File: src/rtl/protocol_request_parser.sv
// Receive-side decoder for adapter protocol frames: magic check, command lookup,
// argument capture, and exactly one request or classified error per frame.
package protocol_pkg;
   localparam logic [31:0] PROTOCOL_MAGIC = 32'hDEADBEEF;
   localparam logic [7:0]  CMD_IDENTIFY   = 8'h01;
   localparam logic [7:0]  CMD_SET_SIGNAL = 8'h02;
   localparam logic [7:0]  CMD_AUTO_READ  = 8'h03;
   localparam logic [7:0]  CMD_GET_RESULT = 8'h04;
   localparam logic [7:0]  CMD_ABORT      = 8'h05;
endpackage

module protocol_request_parser #(
   parameter logic [31:0] MAGIC    = protocol_pkg::PROTOCOL_MAGIC,
   parameter int          NUM_CMDS = 5,
   parameter int          MAX_ARGS = 10,
   parameter logic [7:0]  CMD_CODES [NUM_CMDS] = '{protocol_pkg::CMD_IDENTIFY,
                                                   protocol_pkg::CMD_SET_SIGNAL,
                                                   protocol_pkg::CMD_AUTO_READ,
                                                   protocol_pkg::CMD_GET_RESULT,
                                                   protocol_pkg::CMD_ABORT},
   parameter logic [7:0]  CMD_LENS  [NUM_CMDS] = '{8'd0, 8'd4, 8'd10, 8'd0, 8'd0}
) (
   input  logic                            clk_i,
   input  logic                            rst_i,
   input  logic                            flush_i,
   input  logic                            in_valid_i,
   input  logic [7:0]                      in_data_i,
   input  logic                            in_last_i,
   input  logic                            in_error_i,
   output logic                            req_valid_o,
   output logic [7:0]                      req_cmd_o,
   output logic [$clog2(NUM_CMDS)-1:0]     req_cmd_idx_o,
   output logic [8*MAX_ARGS-1:0]           req_args_o,
   output logic [$clog2(MAX_ARGS+1)-1:0]   req_args_len_o,
   output logic                            err_valid_o,
   output logic [2:0]                      err_code_o,
   output logic                            busy_o
);
   localparam int IW = $clog2(NUM_CMDS);
   localparam int LW = $clog2(MAX_ARGS+1);
   localparam int AW = $clog2(MAX_ARGS+2);

   localparam logic [2:0] ERR_NONE   = 3'd0;
   localparam logic [2:0] ERR_LINK   = 3'd1;
   localparam logic [2:0] ERR_MAGIC  = 3'd2;
   localparam logic [2:0] ERR_CMD    = 3'd3;
   localparam logic [2:0] ERR_LENGTH = 3'd4;

   typedef enum logic [2:0] {S_IDLE, S_MAGIC, S_CMD, S_ARGS, S_DISCARD} state_t;

   state_t                state_q, state_d;
   logic [1:0]            pos_q, pos_d, mpos;
   logic [AW-1:0]         argcnt_q, argcnt_d, cnt_inc;
   logic [IW-1:0]         idx_q, idx_d, hit_idx, sel_idx;
   logic [7:0]            cmd_q, cmd_d, exp_len;
   logic [2:0]            pend_q, pend_d, end_code, err_d;
   logic [8*MAX_ARGS-1:0] shadow_q, shadow_d;
   logic [NUM_CMDS-1:0]   hit;
   logic                  req_fire, err_fire;

   for (genvar gi = 0; gi < NUM_CMDS; gi++) begin : g_hit
      assign hit[gi] = (in_data_i == CMD_CODES[gi]);
   end

   assign mpos    = (state_q == S_IDLE) ? 2'd0 : pos_q;
   assign sel_idx = (state_q == S_CMD) ? hit_idx : idx_q;
   // argcnt parks at MAX_ARGS+1 so any overlength frame stays distinguishable
   assign cnt_inc = (argcnt_q == AW'(MAX_ARGS+1)) ? argcnt_q : argcnt_q + AW'(1);
   assign busy_o  = (state_q != S_IDLE);

   always_comb begin
      hit_idx = '0;
      for (int i = NUM_CMDS-1; i >= 0; i--)
         if (hit[i]) hit_idx = IW'(i);
      exp_len = '0;
      for (int i = 0; i < NUM_CMDS; i++)
         if (sel_idx == IW'(i)) exp_len = CMD_LENS[i];
   end

   always_comb begin
      state_d  = state_q;
      pos_d    = pos_q;
      argcnt_d = argcnt_q;
      idx_d    = idx_q;
      cmd_d    = cmd_q;
      pend_d   = pend_q;
      shadow_d = shadow_q;
      end_code = ERR_NONE;
      err_d    = ERR_NONE;
      req_fire = 1'b0;
      err_fire = 1'b0;
      if (flush_i) begin
         state_d  = S_IDLE;
         pos_d    = 2'd0;
         argcnt_d = '0;
         pend_d   = ERR_NONE;
         shadow_d = '0;
      end else if (in_valid_i) begin
         case (state_q)
            S_IDLE, S_MAGIC: begin
               if (state_q == S_IDLE) begin
                  shadow_d = '0;
                  argcnt_d = '0;
                  pend_d   = ERR_NONE;
               end
               if (in_data_i != MAGIC[8*mpos +: 8]) begin
                  pend_d   = ERR_MAGIC;
                  state_d  = S_DISCARD;
                  end_code = ERR_MAGIC;
               end else if (mpos == 2'd3) begin
                  state_d  = S_CMD;
                  end_code = ERR_CMD;
               end else begin
                  state_d  = S_MAGIC;
                  pos_d    = mpos + 2'd1;
                  end_code = ERR_MAGIC;
               end
            end
            S_CMD: begin
               if (|hit) begin
                  idx_d    = hit_idx;
                  cmd_d    = in_data_i;
                  argcnt_d = '0;
                  state_d  = S_ARGS;
                  end_code = (exp_len == 8'd0) ? ERR_NONE : ERR_LENGTH;
               end else begin
                  pend_d   = ERR_CMD;
                  state_d  = S_DISCARD;
                  end_code = ERR_CMD;
               end
            end
            S_ARGS: begin
               for (int i = 0; i < MAX_ARGS; i++)
                  if (argcnt_q == AW'(i)) shadow_d[8*i +: 8] = in_data_i;
               argcnt_d = cnt_inc;
               end_code = (8'(cnt_inc) == exp_len) ? ERR_NONE : ERR_LENGTH;
            end
            default: end_code = pend_q;
         endcase
         if (in_last_i) begin
            state_d = S_IDLE;
            if (in_error_i) begin
               err_fire = 1'b1;
               err_d    = ERR_LINK;
            end else if (end_code != ERR_NONE) begin
               err_fire = 1'b1;
               err_d    = end_code;
            end else begin
               req_fire = 1'b1;
            end
         end
      end
   end

   always_ff @(posedge clk_i or posedge rst_i) begin
      if (rst_i) begin
         state_q  <= S_IDLE;
         pos_q    <= 2'd0;
         argcnt_q <= '0;
         idx_q    <= '0;
         cmd_q    <= '0;
         pend_q   <= ERR_NONE;
         shadow_q <= '0;
      end else begin
         state_q  <= state_d;
         pos_q    <= pos_d;
         argcnt_q <= argcnt_d;
         idx_q    <= idx_d;
         cmd_q    <= cmd_d;
         pend_q   <= pend_d;
         shadow_q <= shadow_d;
      end
   end

   always_ff @(posedge clk_i or posedge rst_i) begin
      if (rst_i) begin
         req_valid_o    <= 1'b0;
         req_cmd_o      <= '0;
         req_cmd_idx_o  <= '0;
         req_args_o     <= '0;
         req_args_len_o <= '0;
         err_valid_o    <= 1'b0;
         err_code_o     <= ERR_NONE;
      end else begin
         req_valid_o <= req_fire;
         err_valid_o <= err_fire;
         if (req_fire) begin
            req_cmd_o      <= cmd_d;
            req_cmd_idx_o  <= idx_d;
            req_args_o     <= shadow_d;
            req_args_len_o <= LW'(exp_len);
         end
         if (err_fire) err_code_o <= err_d;
      end
   end
endmodule

File: config.mk
export PLATFORM = sky130hd
export DESIGN_NAME = protocol_request_parser
export DESIGN_NICKNAME = d
export VERILOG_FILES = /design/src/rtl/protocol_request_parser.sv
export SDC_FILE = /design/constraint.sdc
export NUM_CORES = 1
export LEC_CHECK = 0
export CAP_MARGIN = 20
export CORE_MARGIN = 2
export CORE_UTILIZATION = 38
export DETAILED_ROUTE_END_ITERATION = 16
export GPL_TIMING_DRIVEN = 0
export PLACE_DENSITY = 0.56
export SLEW_MARGIN = 0
export SYNTH_ARGS = -nofsm -noshare
export SYNTH_HDL_FRONTEND = slang
export SYNTH_SLANG_ARGS = --single-unit
File: constraint.sdc
create_clock -name clk_i -period 8.1 [get_ports clk_i]
set_clock_uncertainty 0.05 [all_clocks]
set_input_delay 0.81 -clock clk_i [delete_from_list [all_inputs] [get_ports clk_i]]
set_output_delay 0.81 -clock clk_i [all_outputs]
set_load 0.02 [all_outputs]
==> out/metrics.cfg, run 1 <==
[cts]
cts_setup_buffers = 0
postCtsHoldBufs = 0
clkSlewWorstSetupHoldPaths_ps = 70
cts.htree.levels = 4
insertion_delay_ps = 440
cts_repair_resize_count = 0
cts_buffers = 17
cts-root-buf = clkbuf_16
cts_num_sinks = 200
cts_tree = built
clk_path_buf_depth = 2

[finish]
area.growth.synth_to_final_pct = 25.4
diodes = 0
multiInputGateArea_mm2 = 0.00316
finalNetCount = 762
fin_cells = 1034
n_fill_cell = 1932
drive_gt1_frac = 0.198
fin_area_mm2 = 0.0105
regArea_mm2 = 0.00500
postLayoutCoreUtil = 0.483

[worst_setup_path]
crit_required_ps = 8370
path_max_fanout = 10
critPathKind = in2reg
crit_start = in_data_i[6]
r2r_cells = 10
worstSetupEndpointType = register
critPathLaunchType = input pin
path_cells = clkdlybuf4s50_1 -> or4_4 -> nor3_1 -> a211oi_1 -> o211ai_1 -> nand4b_1 -> buf_4 -> buf_6 -> mux2_4
rrSetupSlack_ps = 4660
arrival_ps = 4070
cpPeakStageDelay_ps = 650
cp_slowest_cell = or4_4
r2r-start = argcnt_q[1]
r2r-end = req_args_o[25]

[flow_run]
maxCapViolations = 0

[run_status]
status = finished clean

[yosys]
ys_ff_latch = 200
synth.area.top_cells = dfrtp_1 60%, mux2_4 10%, o2bb2ai_1 6.7%
ys_async_sr_fraction = 1.00
synth_edf_count = 0
synth_seq_area_share = 0.597
syn_inst = 608
synth_top_area_share = 0.597
synth_warnings = 0
ys_types = 53
synth_common_cells = 200 x dfrtp_1, 64 x o2bb2ai_1, 57 x mux2_4, 38 x mux2_2, 36 x nand2_1
synth_area_mm2 = 0.00839
synth_flop_cell = dfrtp_1
yosysTopAreaCell = dfrtp_1
avgSynthCellArea_um2 = 13.8
yosysMostFrequentCell = dfrtp_1
synth_nets = 629

[global_route]
grt_use_total = 0.179
grt_max_degree = 136
grt_antenna_before_repair = 0
grt_pass1_vias = 5688
grt_pass1_wl_mm = 32.8
gr-total-overflow = 0

[pwr]
leakage_nw = 4.98
p_int_mw = 1.46
seqPwrFrac = 0.508
ir_drop_v = 0.000148
p_per_area_mw_per_mm2 = 188
p_clk_frac = 0.439
p_comb_frac = 0.053
p_sw_frac = 0.263
switchingPower_mw = 0.522

[sta]
final.setup.worst_slack_ps = 4300
setup_viol_count_final = 0
hold_violations = 0
min_period_ps = 3800
tns_ps = 0
rsz0062_at_grt = no
fin_crit_sh = 0.469
tightest_slew_ps = 696
maxSlewHeadroom = 0.535
slew_violations = 0
fmax_mhz = 263

[floorplan]
die_h_um = 153
io_pins = 115
die_w_um = 153
fp.coreArea_mm2 = 0.0218
start_util = 0.386
num_rows = 54
dieArea_mm2 = 0.0233

[detailed_routing]
drt-initial-drc-count = 332
ant_nets = 0
routed-via-count = 5482
drt_first_pass_iters = 4
wire_per_inst_um = 20.0
wl_mm = 20.7
drc = 0
via_per_inst = 5.30

[worst_hold_path]
whs_path_depth = 1
hp-class = reg2reg
min_from = shadow_q[1]
whs_endpoint = shadow_q[1]

[place]
gp_congestion = 0.790
dpl.cell_count = 1002
port_buffers = 112
dpl_cell_area_mm2 = 0.00990
dpl_worst_slack_ps = 3900
dp_hpwl_mm = 13.7

through the flow:
stage | power (mW) | hold slack, ps
2_1_floorplan | 1.09 | 392
3_3_place_gp | 1.13 | 409
3_5_place_dp | 1.13 | 413
4_1_cts | 2.00 | 429
5_1_grt | 2.05 | 458
6_report | 1.98 | 426
worst max-delay path by stage:
stage / end / slack, ps
2_1_floorplan: argcnt_q[0] / 1790
3_3_place_gp: req_args_o[17] / -430
3_5_place_dp: req_args_o[55] / 3900
4_1_cts: req_args_o[20] / 4360
5_1_grt: req_args_o[7] / 4210
6_report: req_args_o[25] / 4300
state kept, by name, indices dropped and copies added, names as in the netlist:
register	flops
req_args_len_o	2
state_q	3
idx_q	3
req_cmd_o	8
pos_q	2
cmd_q	8
err_valid_o	1
shadow_q	80
argcnt_q	4
req_args_o	80
err_code_o	3
req_valid_o	1
req_cmd_idx_o	3
pend_q	2
cell type report:
type / instances / area share
tap: 280 / 0.0333
clock buffer: 17 / 0.0404
multi-input combinational: 364 / 0.300
timing repair buffer: 114 / 0.110
inverter: 14 / 0.00571
sequential: 200 / 0.476
clock inverter: 15 / 0.0184
buffer: 30 / 0.0165
cells in the final DEF (no fill, tap or decap), drive strengths merged, types with 5 or more instances in the layout:
cell / n
dfrtp: 200
clkdlybuf4s50: 112
mux2: 95
o2bb2ai: 64
nand2: 36
clkbuf: 34
inv: 21
a22o: 20
o21ai: 19
nor2: 15
buf: 15
and2: 11
a21oi: 9
nor2b: 7
ha: 7
clkinv: 7
nor3: 6
nand2b: 6
nand3b: 6
mux2i: 5
nand3: 5
cell families (layout without fill, tap and decap cells):
kind of cell               after synthesis  in the layout  share of synthesized area
and+or+nand+nor                        113            113                     0.0722
muxes                                  100            100                      0.159
other                                    1              1                   0.000447
AOI/OAI and AO/OA                      137            137                      0.128
adders and majority gates                7              7                     0.0104
buffers and inverters                   44            190                     0.0270
DFF                                    200            200                      0.597
xor gates and xnor gates                 6              6                    0.00626
layer usage:
layer	wire (µm)	GRT usage	part of all wire
met2	9600	0.280	0.46
met4	347	0.0542	0.017
met5	0	0	0
met3	886	0.0341	0.043
met1	9860	0.254	0.48
worst max-delay path, delay by kind of cell:
kind | cells | cell delay, ps
AOI/OAI and AO/OA | 2 | 480
buffers and inverters | 3 | 1140
and+or+nand+nor | 3 | 1340
muxes | 1 | 300
power groups by stage:
stage          Sequential (mW)  Clock (mW)  Combinational, mW
3_5_place_dp              1.03           0              0.106
3_3_place_gp              1.03           0              0.102
4_1_cts                   1.01       0.886              0.107
2_1_floorplan             1.03           0             0.0519
6_report                  1.01       0.870              0.105
5_1_grt                   1.01       0.927              0.115
(Power assumes the default switching activity.)
==> inputs of run 2 (changes only) <==
PLACE_DENSITY = 0.58   (was 0.56)
clock period = 3.2 ns   (was 8.1 ns; I/O delays follow)
==> run 2 against run 1 <==
  * Sequential power grew to 2.5 times the previous value
  * Final cell count grew 0.39%
  * Die area stayed put
  * Total power grew to 2.5 times the previous value
  * Design area grew 0.81%
  * Sequential share of layout area down 0.36 points
  * Count of clock-buffer cells in the layout up 1
  * Worst setup slack lost 4200 ps
  * Worst hold slack lost 360 ps
  * Via count is 0.11% higher
==> out/metrics.cfg, run 2 (same netlist as run 1, synthesis figures left out) <==
[place]
dpl_worst_slack_ps = -509  ; -4410 ps
dp_hpwl_mm = 14.0  ; +1.9%
gp_congestion = 0.780  ; -1.3%
port_buffers = 112  ; unchanged

[pwr]
leakage_nw = 5.01  ; +0.49%
ir_drop_v = 0.000308  ; +110%
power_mw = 4.97  ; +150%
p_per_area_mw_per_mm2 = 469  ; +150%

[floorplan]
num_rows = 54  ; unchanged
start_util = 0.386  ; unchanged
die_w_um = 153  ; unchanged
fp.coreArea_mm2 = 0.0218  ; unchanged
dieArea_mm2 = 0.0233  ; unchanged
io_pins = 115  ; unchanged
die_h_um = 153  ; unchanged

[detailed_routing]
wl_met2_mm = 9.61  ; about the same
wire_per_inst_um = 19.8  ; -1.1%
via_per_inst = 5.29  ; -0.28%
highest_layer = met4
drt_first_pass_iters = 4  ; unchanged
wl_met1_mm = 9.75  ; -1.1%
drc = 0  ; unchanged
ant_nets = 0  ; unchanged
wl_mm = 20.5  ; -0.76%
drt-initial-drc-count = 261  ; -21%
routed-via-count = 5488  ; +0.11%
wl_met3_um = 964  ; +8.8%

[global_route]
grt_use_total = 0.181  ; +0.00151
grt_pass1_vias = 5798  ; +1.9%
grt_antenna_before_repair = 0  ; unchanged
grt_pass1_wl_mm = 33.2  ; +1.4%
gr-total-overflow = 0  ; unchanged
grt_max_degree = 45  ; -67%

[sta]
final.setup.worst_slack_ps = 127  ; -4170 ps
hold_violations = 0  ; unchanged
fmax_mhz = 325
slew_violations = 0  ; unchanged
setup_viol_count_final = 0  ; unchanged
tightest_slew_ps = 670  ; -26.4 ps
rsz0062_at_grt = no
fin_crit_sh = 0.960
min_period_ps = 3070
holdWs_ps = 69.4  ; -356 ps
maxSlewHeadroom = 0.551  ; +0.0157

[worst_setup_path]
critPathKind = in2reg
r2r-end = pend_q[0]
rrSetupSlack_ps = 150  ; -4510 ps
r2r-start = state_q[1]
worstSetupEndpointType = register
arrival_ps = 3340  ; -730 ps
crit_required_ps = 3470  ; -4900 ps
path_max_fanout = 10  ; unchanged
critPathLaunchType = input pin
r2r_cells = 11  ; +1

[cts]
cts.htree.levels = 4  ; unchanged
postCtsHoldBufs = 0  ; unchanged
clk_path_buf_depth = 2  ; unchanged
cts_tree = built
insertion_delay_ps = 440  ; about the same
cts_num_sinks = 200  ; unchanged
clkSlewWorstSetupHoldPaths_ps = 70  ; about the same
cts-root-buf = clkbuf_16
cts_buffers = 17  ; unchanged

[finish]
finalNetCount = 766  ; +0.52%
final_cell_mix = 198 x dfrtp_1, 112 x clkdlybuf4s50_1, 64 x o2bb2ai_1
final_common_cell = dfrtp_1
diodes = 0  ; unchanged
postLayoutCoreUtil = 0.487  ; +0.00391
drive_gt1_frac = 0.216  ; +0.0187
reg_top3 = req_args_o x80, shadow_q x80
area.growth.synth_to_final_pct = 26.4
n_fill_cell = 1913  ; -0.98%

[worst_hold_path]
hp-class = in2async

[run_status]
status = finished clean

[flow_run]
maxCapViolations = 0  ; unchanged

-- run 2: changes by cell type in the layout (fill, tap and decap cells not counted), moves of 2 or more --
cell,before,now
buf_12,0,5
buf_4,3,5
clkbuf_1,17,14
clkbuf_2,0,2
clkinv_8,5,2
dfrtp_1,200,198
dfrtp_2,0,2
-- run 2: worst max-delay path by stage --
stage	end	start	cells past startpoint
floorplan	pend_q[0]	state_q[2]	11
global placement	req_args_o[18]	rst_i	2
detailed placement	req_args_o[54]	in_data_i[6]	9
CTS	pend_q[1]	state_q[2]	11
global route	pend_q[1]	state_q[1]	10
finish	req_args_o[15]	in_data_i[6]	9
-- run 2: repair_timing --
item                                   in CTS  in global routing
setup buffers                               1                  1
setup endpoints to repair                  95                 97
pin swaps                                   1                  3
gates cloned                                0                  0
endpoints found under the hold margin       0                  0
resized for setup                           2                 11
-- run 2: routing by layer --
metal | GRT usage | up-vias
li1 | - | 2499
met1 | 0.262 | 2823
met2 | 0.281 | 147
met3 | 0.0344 | 19
met4 | 0.0445 | 0
met5 | 0 | -
-- run 2: layout make-up --
type,instances,area (µm²),area share
clock buffer,18,429,0.0405
sequential,200,5010,0.472
buffer,28,169,0.0159
timing repair buffer,120,1240,0.117
tap,280,350,0.0330
multi-input combinational,364,3190,0.301
inverter,14,56.3,0.00531
clock inverter,14,161,0.0152
-- run 2: metrics by stage --
stage / cell area [µm²] / setup TNS (ps) / cells
2_1_floorplan: 8390 / 0 / 608
3_3_place_gp: 9860 / -270950 / 1000
3_5_place_dp: 9970 / -39340 / 1006
4_1_cts: 10600 / 0 / 1038
5_1_grt: 10600 / 0 / 1038
6_report: 10600 / 0 / 1038
-- run 2: power breakdown --
group | internal (mW) | switching (mW) | leakage [nW]
registers | 2.54 | 0.0120 | 2.77
logic | 0.0897 | 0.183 | 1.95
clock network | 1.11 | 1.03 | 0.287
total | 3.74 | 1.23 | 5.01
-- run 2: critical path, cell delays in order --
cell and delay [ps]:
clkdlybuf4s50_1 590, or4_4 650, a2111o_1 480, a211oi_2 290
nand4b_1 120, buf_4 180, buf_4 210, buf_6 190
mux2_4 300
==> inputs of run 3 (changes only) <==
CAP_MARGIN = default   (was 20)
==> run 3 against run 2 <==
  * Wire length rose by 0.59%
  * Sequential power barely moved
  * Highest routed layer unchanged
  * First-iteration DRC count fell by 14%
  * Final cell count about the same
  * Total power decreased by 0.42%
==> out/metrics.cfg, run 3 (same netlist as run 1, synthesis figures left out) <==
[run_status]
status = finished clean

[finish]
fin_area_mm2 = 0.0106  ; +0.31%
postLayoutCoreUtil = 0.489  ; +0.00150
reg_top3 = req_args_o x80, shadow_q x80
final_cell_mix = 199 x dfrtp_1, 112 x clkdlybuf4s50_1, 64 x o2bb2ai_1
finalNetCount = 767  ; +0.13%
diodes = 0  ; unchanged
final_common_cell = dfrtp_1
area.growth.synth_to_final_pct = 26.8
drive_gt1_frac = 0.219  ; +0.00235

[cts]
cts-root-buf = clkbuf_16
cts_tree = built
cts_num_sinks = 200  ; unchanged
cts.htree.levels = 4  ; unchanged
clk_path_buf_depth = 2  ; unchanged
clkSlewWorstSetupHoldPaths_ps = 80  ; about the same
cts_buffers = 17  ; unchanged
insertion_delay_ps = 440  ; about the same

[worst_setup_path]
critPathLaunchType = input pin
path_max_fanout = 10  ; unchanged
crit_required_ps = 3460  ; about the same
critPathKind = in2reg
arrival_ps = 3340  ; about the same
worstSetupEndpointType = register

[global_route]
grt_pass1_wl_mm = 33.1  ; -0.37%
grt_use_total = 0.181  ; about the same
grt_max_degree = 45  ; unchanged
grt_pass1_vias = 5799  ; +0.017%
gr-total-overflow = 0  ; unchanged
grt_antenna_before_repair = 0  ; unchanged

[place]
port_buffers = 112  ; unchanged
dpl_worst_slack_ps = -543  ; -34.3 ps
gp_congestion = 0.780  ; unchanged
dpl_cell_area_mm2 = 0.00996  ; about the same
dp_hpwl_mm = 13.9  ; -0.45%

[pwr]
p_sw_frac = 0.244  ; -0.00280
leakage_nw = 5.01  ; +0.16%
p_per_area_mw_per_mm2 = 466  ; -0.72%
p_clk_frac = 0.428  ; -0.004
seqPwrFrac = 0.515  ; +0.002
p_comb_frac = 0.057  ; +0.002
power_mw = 4.95  ; -0.42%
p_int_mw = 3.74  ; about the same
ir_drop_v = 0.000261  ; -15%
switchingPower_mw = 1.21  ; -1.5%

[detailed_routing]
drt_first_pass_iters = 4  ; unchanged
drt-initial-drc-count = 225  ; -14%
wl_met3_um = 823  ; -15%
via_per_inst = 5.22  ; -1.2%
wl_mm = 20.7  ; +0.59%
wire_per_inst_um = 19.9  ; +0.49%
drc = 0  ; unchanged
wl_met2_mm = 9.67  ; +0.65%
wl_met1_mm = 10.0  ; +2.9%
ant_nets = 0  ; unchanged
routed-via-count = 5428  ; -1.1%
highest_layer = met4

[floorplan]
fp.coreArea_mm2 = 0.0218  ; unchanged
die_h_um = 153  ; unchanged
num_rows = 54  ; unchanged
start_util = 0.386  ; unchanged
die_w_um = 153  ; unchanged
dieArea_mm2 = 0.0233  ; unchanged
io_pins = 115  ; unchanged

[sta]
maxSlewHeadroom = 0.547  ; -0.00401
final.setup.worst_slack_ps = 129  ; +2.57 ps
fin_crit_sh = 0.960  ; about the same
min_period_ps = 3070  ; -2.57 ps
holdWs_ps = 65.0  ; -4.42 ps
tightest_slew_ps = 675  ; +5.97 ps
setup_viol_count_final = 0  ; unchanged
hold_violations = 0  ; unchanged
slew_violations = 0  ; unchanged
rsz0062_at_grt = no
fmax_mhz = 326  ; about the same

[worst_hold_path]
hp-class = in2async

[flow_run]
maxCapViolations = 0  ; unchanged

==> run 3: repair_timing <==
action | CTS | global route
endpoints found under the hold margin | 0 | 0
hold buffers | 0 | 0
resized for setup | 4 | 13
pin swaps | 1 | 3
endpoints found under the setup margin | 101 | 97
setup buffers | 1 | 2
==> run 3: power groups by stage <==
| stage | Sequential (mW) | Clock (mW) | Combinational, mW |
|---|---|---|---|
| finish | 2.55 | 2.12 | 0.280 |
| global route | 2.55 | 2.29 | 0.305 |
| CTS | 2.55 | 2.17 | 0.283 |
| detailed placement | 2.60 | 0 | 0.280 |
| global placement | 2.60 | 0 | 0.259 |
| floorplan | 2.62 | 0 | 0.132 |
==> run 3: area by class of cell <==
| type | count | area, µm² |
|---|---|---|
| plain buffers | 29 | 173 |
| fillers | 1888 | 11100 |
| clock buffers | 18 | 429 |
| well taps | 280 | 350 |
| clock inverters | 14 | 161 |
| repair buffers | 120 | 1240 |
| flip-flops and latches | 200 | 5010 |
| multi-input cells | 364 | 3220 |
| inverters | 14 | 56.3 |
==> run 3: per-stage QoR <==
step                std cells  TNS [ps]
floorplan                 608         0
global placement         1000   -270950
detailed placement       1005    -41000
CTS                      1037         0
global route             1039         0
finish                   1039         0
==> run 3: worst max-delay path, cell delays in order <==
cell and delay (ps):
clkdlybuf4s50_1 590, or4_4 660, a2111o_1 480, a211oi_2 280
nand4b_1 130, buf_4 180, buf_4 200, buf_6 180
mux2_4 300
==> run 3: final timing paths <==
path | from | to | slack (ps) | cells past startpoint
setup / recovery | in_data_i[6] | req_args_o[15] | 130 | 9
hold / removal | rst_i | err_code_o[2] | 60 | 2
setup reg to reg | state_q[2] | req_args_o[15] | 200 | 10
hold reg to reg | shadow_q[1] | shadow_q[1] | 420 | 1
max in group asynchronous | rst_i | req_args_o[25] | 2040 | 5
min in group clk_i | shadow_q[1] | shadow_q[1] | 420 | 1
==> run 3: routing by layer <==
layer,up-vias,track usage
met5,-,0
li1,2486,-
met2,127,0.281
met4,0,0.0353
met1,2806,0.260
met3,9,0.0444
